<file path="src/rtl/cfg_pkg.sv">
// rtl/cfg_pkg.sv - shared state encoding and fabric defaults for the config chain loader
package cfg_pkg;

  typedef enum logic [2:0] {
    ST_IDLE  = 3'd0,
    ST_LOAD  = 3'd1,
    ST_SHIFT = 3'd2,
    ST_LATCH = 3'd3,
    ST_DONE  = 3'd4,
    ST_ERROR = 3'd5
  } cfg_state_t;

  localparam int CFG_WORD_WIDTH     = 8;
  localparam int CFG_CHAIN_LENGTH   = 32;
  localparam int CFG_TIMEOUT_CYCLES = 16;

endpackage

</file>
<file path="src/rtl/cfg_chain_loader_if.sv">
// rtl/cfg_chain_loader_if.sv - bitstream word handshake between host source and loader
interface cfg_chain_loader_if
  import cfg_pkg::*;
#(
  parameter int WORD_WIDTH = CFG_WORD_WIDTH
);

  logic [WORD_WIDTH-1:0] data;
  logic                  data_valid;
  logic                  data_ready;

  modport master (output data, output data_valid, input data_ready);
  modport slave  (input data, input data_valid, output data_ready);

endinterface

</file>
<file path="src/rtl/cfg_shift_piso.sv">
// rtl/cfg_shift_piso.sv - parallel-load, LSB-first serial-out shift register
module cfg_shift_piso
  import cfg_pkg::*;
#(
  parameter int WORD_WIDTH = CFG_WORD_WIDTH
) (
  input  logic                  i_Clock,
  input  logic                  i_Reset,
  input  logic                  load,
  input  logic                  shift,
  input  logic [WORD_WIDTH-1:0] data,
  output logic                  serial_out
);

  logic [WORD_WIDTH-1:0] shreg;

  always_ff @(posedge i_Clock) begin
    if (i_Reset) begin
      shreg <= '0;
    end else if (load) begin
      shreg <= data;
    end else if (shift) begin
      shreg <= {1'b0, shreg[WORD_WIDTH-1:1]};
    end
  end

  assign serial_out = shreg[0];

endmodule

</file>
<file path="src/rtl/cfg_chain_loader.sv">
// rtl/cfg_chain_loader.sv - loads bitstream words into the serial config chain and gates fabric reset
module cfg_chain_loader
  import cfg_pkg::*;
#(
  parameter int WORD_WIDTH     = CFG_WORD_WIDTH,
  parameter int CHAIN_LENGTH   = CFG_CHAIN_LENGTH,
  parameter int TIMEOUT_CYCLES = CFG_TIMEOUT_CYCLES
) (
  input  logic               i_Clock,
  input  logic               i_Reset,
  input  logic               i_Start,
  cfg_chain_loader_if.slave  word_if,
  output logic               o_CfgData,
  output logic               o_CfgShiftEnable,
  output logic               o_CfgLatch,
  output logic               o_FabricReset,
  output logic               o_Busy,
  output logic               o_Done,
  output logic               o_Error
);

  localparam int NUM_WORDS = CHAIN_LENGTH / WORD_WIDTH;
  localparam int BIT_W     = (WORD_WIDTH > 1) ? $clog2(WORD_WIDTH) : 1;
  localparam int WCNT_W    = $clog2(NUM_WORDS + 1);
  localparam int TO_W      = $clog2(TIMEOUT_CYCLES + 1);

  cfg_state_t        state, state_n;
  logic [BIT_W-1:0]  bit_cnt, bit_cnt_n;
  logic [WCNT_W-1:0] words_done, words_n;
  logic [TO_W-1:0]   timeout, timeout_n, timeout_inc;
  logic              piso_load, piso_shift, piso_out, transfer;

  always_ff @(posedge i_Clock) begin
    if (i_Reset) begin
      state      <= ST_IDLE;
      bit_cnt    <= '0;
      words_done <= '0;
      timeout    <= '0;
    end else begin
      state      <= state_n;
      bit_cnt    <= bit_cnt_n;
      words_done <= words_n;
      timeout    <= timeout_n;
    end
  end

  assign transfer    = (state == ST_LOAD) && word_if.data_valid;
  assign timeout_inc = timeout + TO_W'(1);

  always_comb begin
    state_n    = state;
    bit_cnt_n  = bit_cnt;
    words_n    = words_done;
    timeout_n  = timeout;
    piso_load  = 1'b0;
    piso_shift = 1'b0;
    case (state)
      ST_IDLE, ST_DONE, ST_ERROR: begin
        if (i_Start) begin
          state_n   = ST_LOAD;
          bit_cnt_n = '0;
          words_n   = '0;
          timeout_n = '0;
        end
      end
      ST_LOAD: begin
        if (transfer) begin
          piso_load = 1'b1;
          timeout_n = '0;
          bit_cnt_n = '0;
          words_n   = words_done + WCNT_W'(1);
          state_n   = ST_SHIFT;
        end else begin
          timeout_n = timeout_inc;
          if (timeout_inc == TO_W'(TIMEOUT_CYCLES)) begin
            state_n = ST_ERROR;
          end
        end
      end
      ST_SHIFT: begin
        piso_shift = 1'b1;
        if (bit_cnt == BIT_W'(WORD_WIDTH - 1)) begin
          bit_cnt_n = '0;
          state_n   = (words_done == WCNT_W'(NUM_WORDS)) ? ST_LATCH : ST_LOAD;
        end else begin
          bit_cnt_n = bit_cnt + BIT_W'(1);
        end
      end
      ST_LATCH: state_n = ST_DONE;
      default:  state_n = ST_IDLE;
    endcase
  end

  cfg_shift_piso #(.WORD_WIDTH(WORD_WIDTH)) u_piso (
    .i_Clock    (i_Clock),
    .i_Reset    (i_Reset),
    .load       (piso_load),
    .shift      (piso_shift),
    .data       (word_if.data),
    .serial_out (piso_out)
  );

  // Every output is a decode of registered state so nothing combinational leaks from the inputs.
  assign word_if.data_ready = (state == ST_LOAD);
  assign o_CfgShiftEnable   = (state == ST_SHIFT);
  assign o_CfgData          = (state == ST_SHIFT) && piso_out;
  assign o_CfgLatch         = (state == ST_LATCH);
  assign o_FabricReset      = (state != ST_DONE);
  assign o_Busy             = (state == ST_LOAD) || (state == ST_SHIFT) || (state == ST_LATCH);
  assign o_Done             = (state == ST_DONE);
  assign o_Error            = (state == ST_ERROR);

endmodule

</file>
<file path="src/flat_wrapper.sv">
// flat-port wrapper written by rule: the top's interface ports become plain ports
module cfg_chain_loader_flat import cfg_pkg::*;
#(
  parameter int WORD_WIDTH     = CFG_WORD_WIDTH,
  parameter int CHAIN_LENGTH   = CFG_CHAIN_LENGTH,
  parameter int TIMEOUT_CYCLES = CFG_TIMEOUT_CYCLES
)
  (i_Clock, i_Reset, i_Start, o_CfgData, o_CfgShiftEnable, o_CfgLatch, o_FabricReset, o_Busy, o_Done, o_Error, word_if_data, word_if_data_valid, word_if_data_ready);
  cfg_chain_loader_if #(.WORD_WIDTH(WORD_WIDTH)) word_if_i ();
  input  logic i_Clock;
  input  logic i_Reset;
  input  logic i_Start;
  output logic o_CfgData;
  output logic o_CfgShiftEnable;
  output logic o_CfgLatch;
  output logic o_FabricReset;
  output logic o_Busy;
  output logic o_Done;
  output logic o_Error;
  input wire logic [$bits(word_if_i.data)-1:0] word_if_data;
  input wire logic [$bits(word_if_i.data_valid)-1:0] word_if_data_valid;
  output wire logic [$bits(word_if_i.data_ready)-1:0] word_if_data_ready;
  assign word_if_i.data = word_if_data;
  assign word_if_i.data_valid = word_if_data_valid;
  assign word_if_data_ready = word_if_i.data_ready;
  cfg_chain_loader #(.WORD_WIDTH(WORD_WIDTH), .CHAIN_LENGTH(CHAIN_LENGTH), .TIMEOUT_CYCLES(TIMEOUT_CYCLES)) u_core (.i_Clock(i_Clock), .i_Reset(i_Reset), .i_Start(i_Start), .word_if(word_if_i), .o_CfgData(o_CfgData), .o_CfgShiftEnable(o_CfgShiftEnable), .o_CfgLatch(o_CfgLatch), .o_FabricReset(o_FabricReset), .o_Busy(o_Busy), .o_Done(o_Done), .o_Error(o_Error));
endmodule
</file>
<file path="config.mk">
export PLATFORM = sky130hd
export DESIGN_NAME = cfg_chain_loader_flat
export DESIGN_NICKNAME = d
export VERILOG_FILES = /design/src/rtl/cfg_pkg.sv /design/src/rtl/cfg_chain_loader_if.sv /design/src/rtl/cfg_shift_piso.sv /design/src/rtl/cfg_chain_loader.sv /design/src/flat_wrapper.sv
export SDC_FILE = /design/constraint.sdc
export NUM_CORES = 1
export LEC_CHECK = 0
export CAP_MARGIN = 5
export CORE_ASPECT_RATIO = 1.75
export CORE_MARGIN = 3
export CORE_UTILIZATION = 40
export CTS_CLUSTER_SIZE = 16
export DETAILED_ROUTE_END_ITERATION = 6
export GPL_ROUTABILITY_DRIVEN = 1
export PLACE_DENSITY = 0.59
export SETUP_SLACK_MARGIN = 0.2
export SLEW_MARGIN = 30
export SYNTH_ARGS = -nofsm -noshare
export SYNTH_HDL_FRONTEND = slang
export SYNTH_SLANG_ARGS = --single-unit
</file>
<file path="constraint.sdc">
create_clock -name i_Clock -period 2.9 [get_ports i_Clock]
set_clock_uncertainty 0.05 [all_clocks]
set_input_delay 0.29 -clock i_Clock [delete_from_list [all_inputs] [get_ports i_Clock]]
set_output_delay 0.29 -clock i_Clock [all_outputs]
set_load 0.02 [all_outputs]
</file>
==> out/results.ini <==
[yosys]
syn_nets=158
syn-cell-area_sq_um=1174
synth_enable_flop_cells=0
yosysWarnings=0
netlist_top_cells_area=dfxtp_1, a21oi_1, nor2_1
synth_top_area_frac=0.3753
synth_area_per_cell_sq_um=8.324
synth_ff_type=dfxtp_1
ys_seq_area_frac=0.3753
async_flop_share=0
postSynthCellCount=141
yosys.area.top_type=dfxtp_1
ys_ff_latch=22
synth.distinct_cells=37

[final_layout]
multiInputGateArea_sq_um=673.1
n_fill_cell=277
drive_gt1_frac=0.06962
final_cells=185
nNetsFinal=176
regArea_sq_um=440.4
n_antenna_cell=0
syn_to_final_growth_pct=22.18

[placed_design]
dp_cells=181
dpl.hpwl_mm=1.841
gp_congestion=0.7148
io_buffers=19
pre_cts_ws_ps=807.2

[floorplan]
rows=25
core_area_sq_um=2753
ios=20
initial_core_util=0.4264
die_area_sq_um=3646
die_x_um=46.95
die_h_um=77.66

[critical_path]
crit_chain=or3b_2, inv_1, clkdlybuf4s50_1
cp.required_ps=2560
slowest_stage=dfxtp_1
worst_ep_arrival_time_ps=2040
worst-path-buf-inv=2
timing_worst_setup_path_type=reg2out
critical-path-max-stage-delay_ps=630
cpLargestDelayFamily=buffers and inverters
critPathCaptureType=output pin
critPathMaxFanout=17
cp-start-kind=flop

[timing]
maxClockFrequency_mhz=419.5
tightest_slew_ps=492.4
period_minus_slack_ps=2384
setup_viol=0
final_hold_viol_count=0
post-route-period-util=0.8220
relSlewSlack=0.6671
worst_slack_ps=516.1
fin_tns_setup_ps=0
maxSlewViolCount=0
rsz0062_at_grt=false

[pwr]
p_leak_nw=0.5388
ir_worst_vdd_uv=346.4
powerDensity_nw_per_um2=515.1
total_power_mw=0.7387

[cts]
cts_buffers=3
ctsResizeCount=0
cts.htree.levels=1
clockRootBuffer=clkbuf_8
clk_latency_ps=260
clk_pin_slew_ps=80
cts_tree=done
ctsLongestPathBuffers=2
cts_setup_buffers=0
cts.sinks=22
cts-hold-fix-buffers=0

[status]
status=finished clean

[global_route]
grt_start_max_net_pins=23
grt-ovfl-total=0
antenna_found_initial=0
grt_use_total=0.1592
grt_pass1_wl_mm=4.505
grt_pass1_vias=1059

[detailed_routing]
drt_iter0_markers=17
firstDrtPassIters=4
routed_via_density=5.551
totalWireLength_mm=2.445
via_count=1027
route.detailed.drc=0
wl_per_cell_um=13.22
antenna_left=0

[min_path]
hold_class=reg2reg

[flow_run]
drv_cap=0

synth_stat cells, drive strengths merged (2+ instances only):
cell    instances
nand2          14
nor2b           2
nand3b          4
buf             4
a211oi          4
nand3           4
nor3            2
a311oi          3
nand2b          3
a32oi           2
and3b           2
dfxtp          22
o21ai           2
a21oi          13
mux2i           3
or3             2
a22oi           6
a41oi           2
clkbuf          5
nor2           17
inv             5
ha              5
nor3b           3
layout make-up:
cell class / instances / area share
flip-flops and latches: 22 / 0.3072
well taps: 27 / 0.02356
multi-input cells: 105 / 0.4695
inverters: 5 / 0.01309
clock buffers: 4 / 0.03839
repair buffers: 22 / 0.1483
kinds of logic after synthesis:
group | share of synthesized area
compound gates | 0.2047
xor+xnor | 0.007464
fa+ha+maj | 0.05330
buf+inv | 0.05117
flops | 0.3753
mux | 0.02559
simple gates | 0.2825
worst reg2reg max path: stages (launching register included):
cell and delay, ps:
dfxtp_1 620, nor3b_2 320, and2b_1 330, a41oi_1 160
a311oi_1 280
state kept, by name, summed over array words and instances (netlist names):
signal / flops
u_core.state: 3
u_core.words_done: 3
u_core.bit_cnt: 3
u_core.u_piso.shreg: 8
u_core.timeout: 5
power by group:
part	total [mW]	internal (mW)	switching (mW)
combinational	0.175	0.0833	0.0918
sequential	0.347	0.321	0.0267
clock	0.216	0.121	0.0954
worst paths after layout:
kind	from	to	slack [ps]	cells after the start
min reg2reg	u_core.u_piso.shreg[5]	u_core.u_piso.shreg[5]	410	2
max	u_core.state[2]	o_Done	520	3
min	u_core.u_piso.shreg[5]	u_core.u_piso.shreg[5]	410	2
max reg2reg	u_core.state[0]	u_core.timeout[3]	1040	4
metrics by stage:
stage / instance area, sq um / hold slack (ps) / utilization
5_1_grt: 1434 / 441.9 / 0.5209
3_5_place_dp: 1379 / 401.8 / 0.5009
3_3_place_gp: 1379 / 393.9 / 0.5009
6_report: 1434 / 413.0 / 0.5209
4_1_cts: 1434 / 413.0 / 0.5209
2_1_floorplan: 1174 / 312.1 / -
layout by cell type, fill, tap and decap left out:
cell,netlist,final
nor2_1,17,17
a211oi_1,4,4
inv_1,5,5
a31oi_1,1,1
nor3b_2,2,2
buf_4,1,3
or3_1,2,2
and4bb_2,1,1
a21o_1,1,1
or3b_2,1,1
a311oi_1,3,3
nand4b_1,1,1
and4_1,1,1
o21bai_1,1,1
a22oi_1,6,6
a41oi_1,2,2
nand3_1,4,4
mux2i_1,3,3
nand3b_1,4,4
xor2_1,1,1
dfxtp_1,22,22
and2_1,1,1
nor3_1,2,2
and2b_1,1,1
a32oi_1,2,2
nand2b_1,3,3
a21oi_1,13,13
o21ai_0,2,2
nor2b_1,2,2
ha_1,5,5
o211ai_1,1,1
nor3b_1,1,1
nand2_1,14,14
nor4b_1,1,1
clkdlybuf4s50_1,0,19
and3b_1,2,2
clkbuf_8,0,4
per-layer routing:
layer / vias up / share of wire / track usage
met2: 16 / 0.52 / 0.2684
met3: 2 / 0.031 / 0.02320
met4: 0 / 0.013 / 0.05817
met5: - / 0 / 0
met1: 471 / 0.44 / 0.1931
li1: 538 / - / -
(Power assumes the default switching activity.)
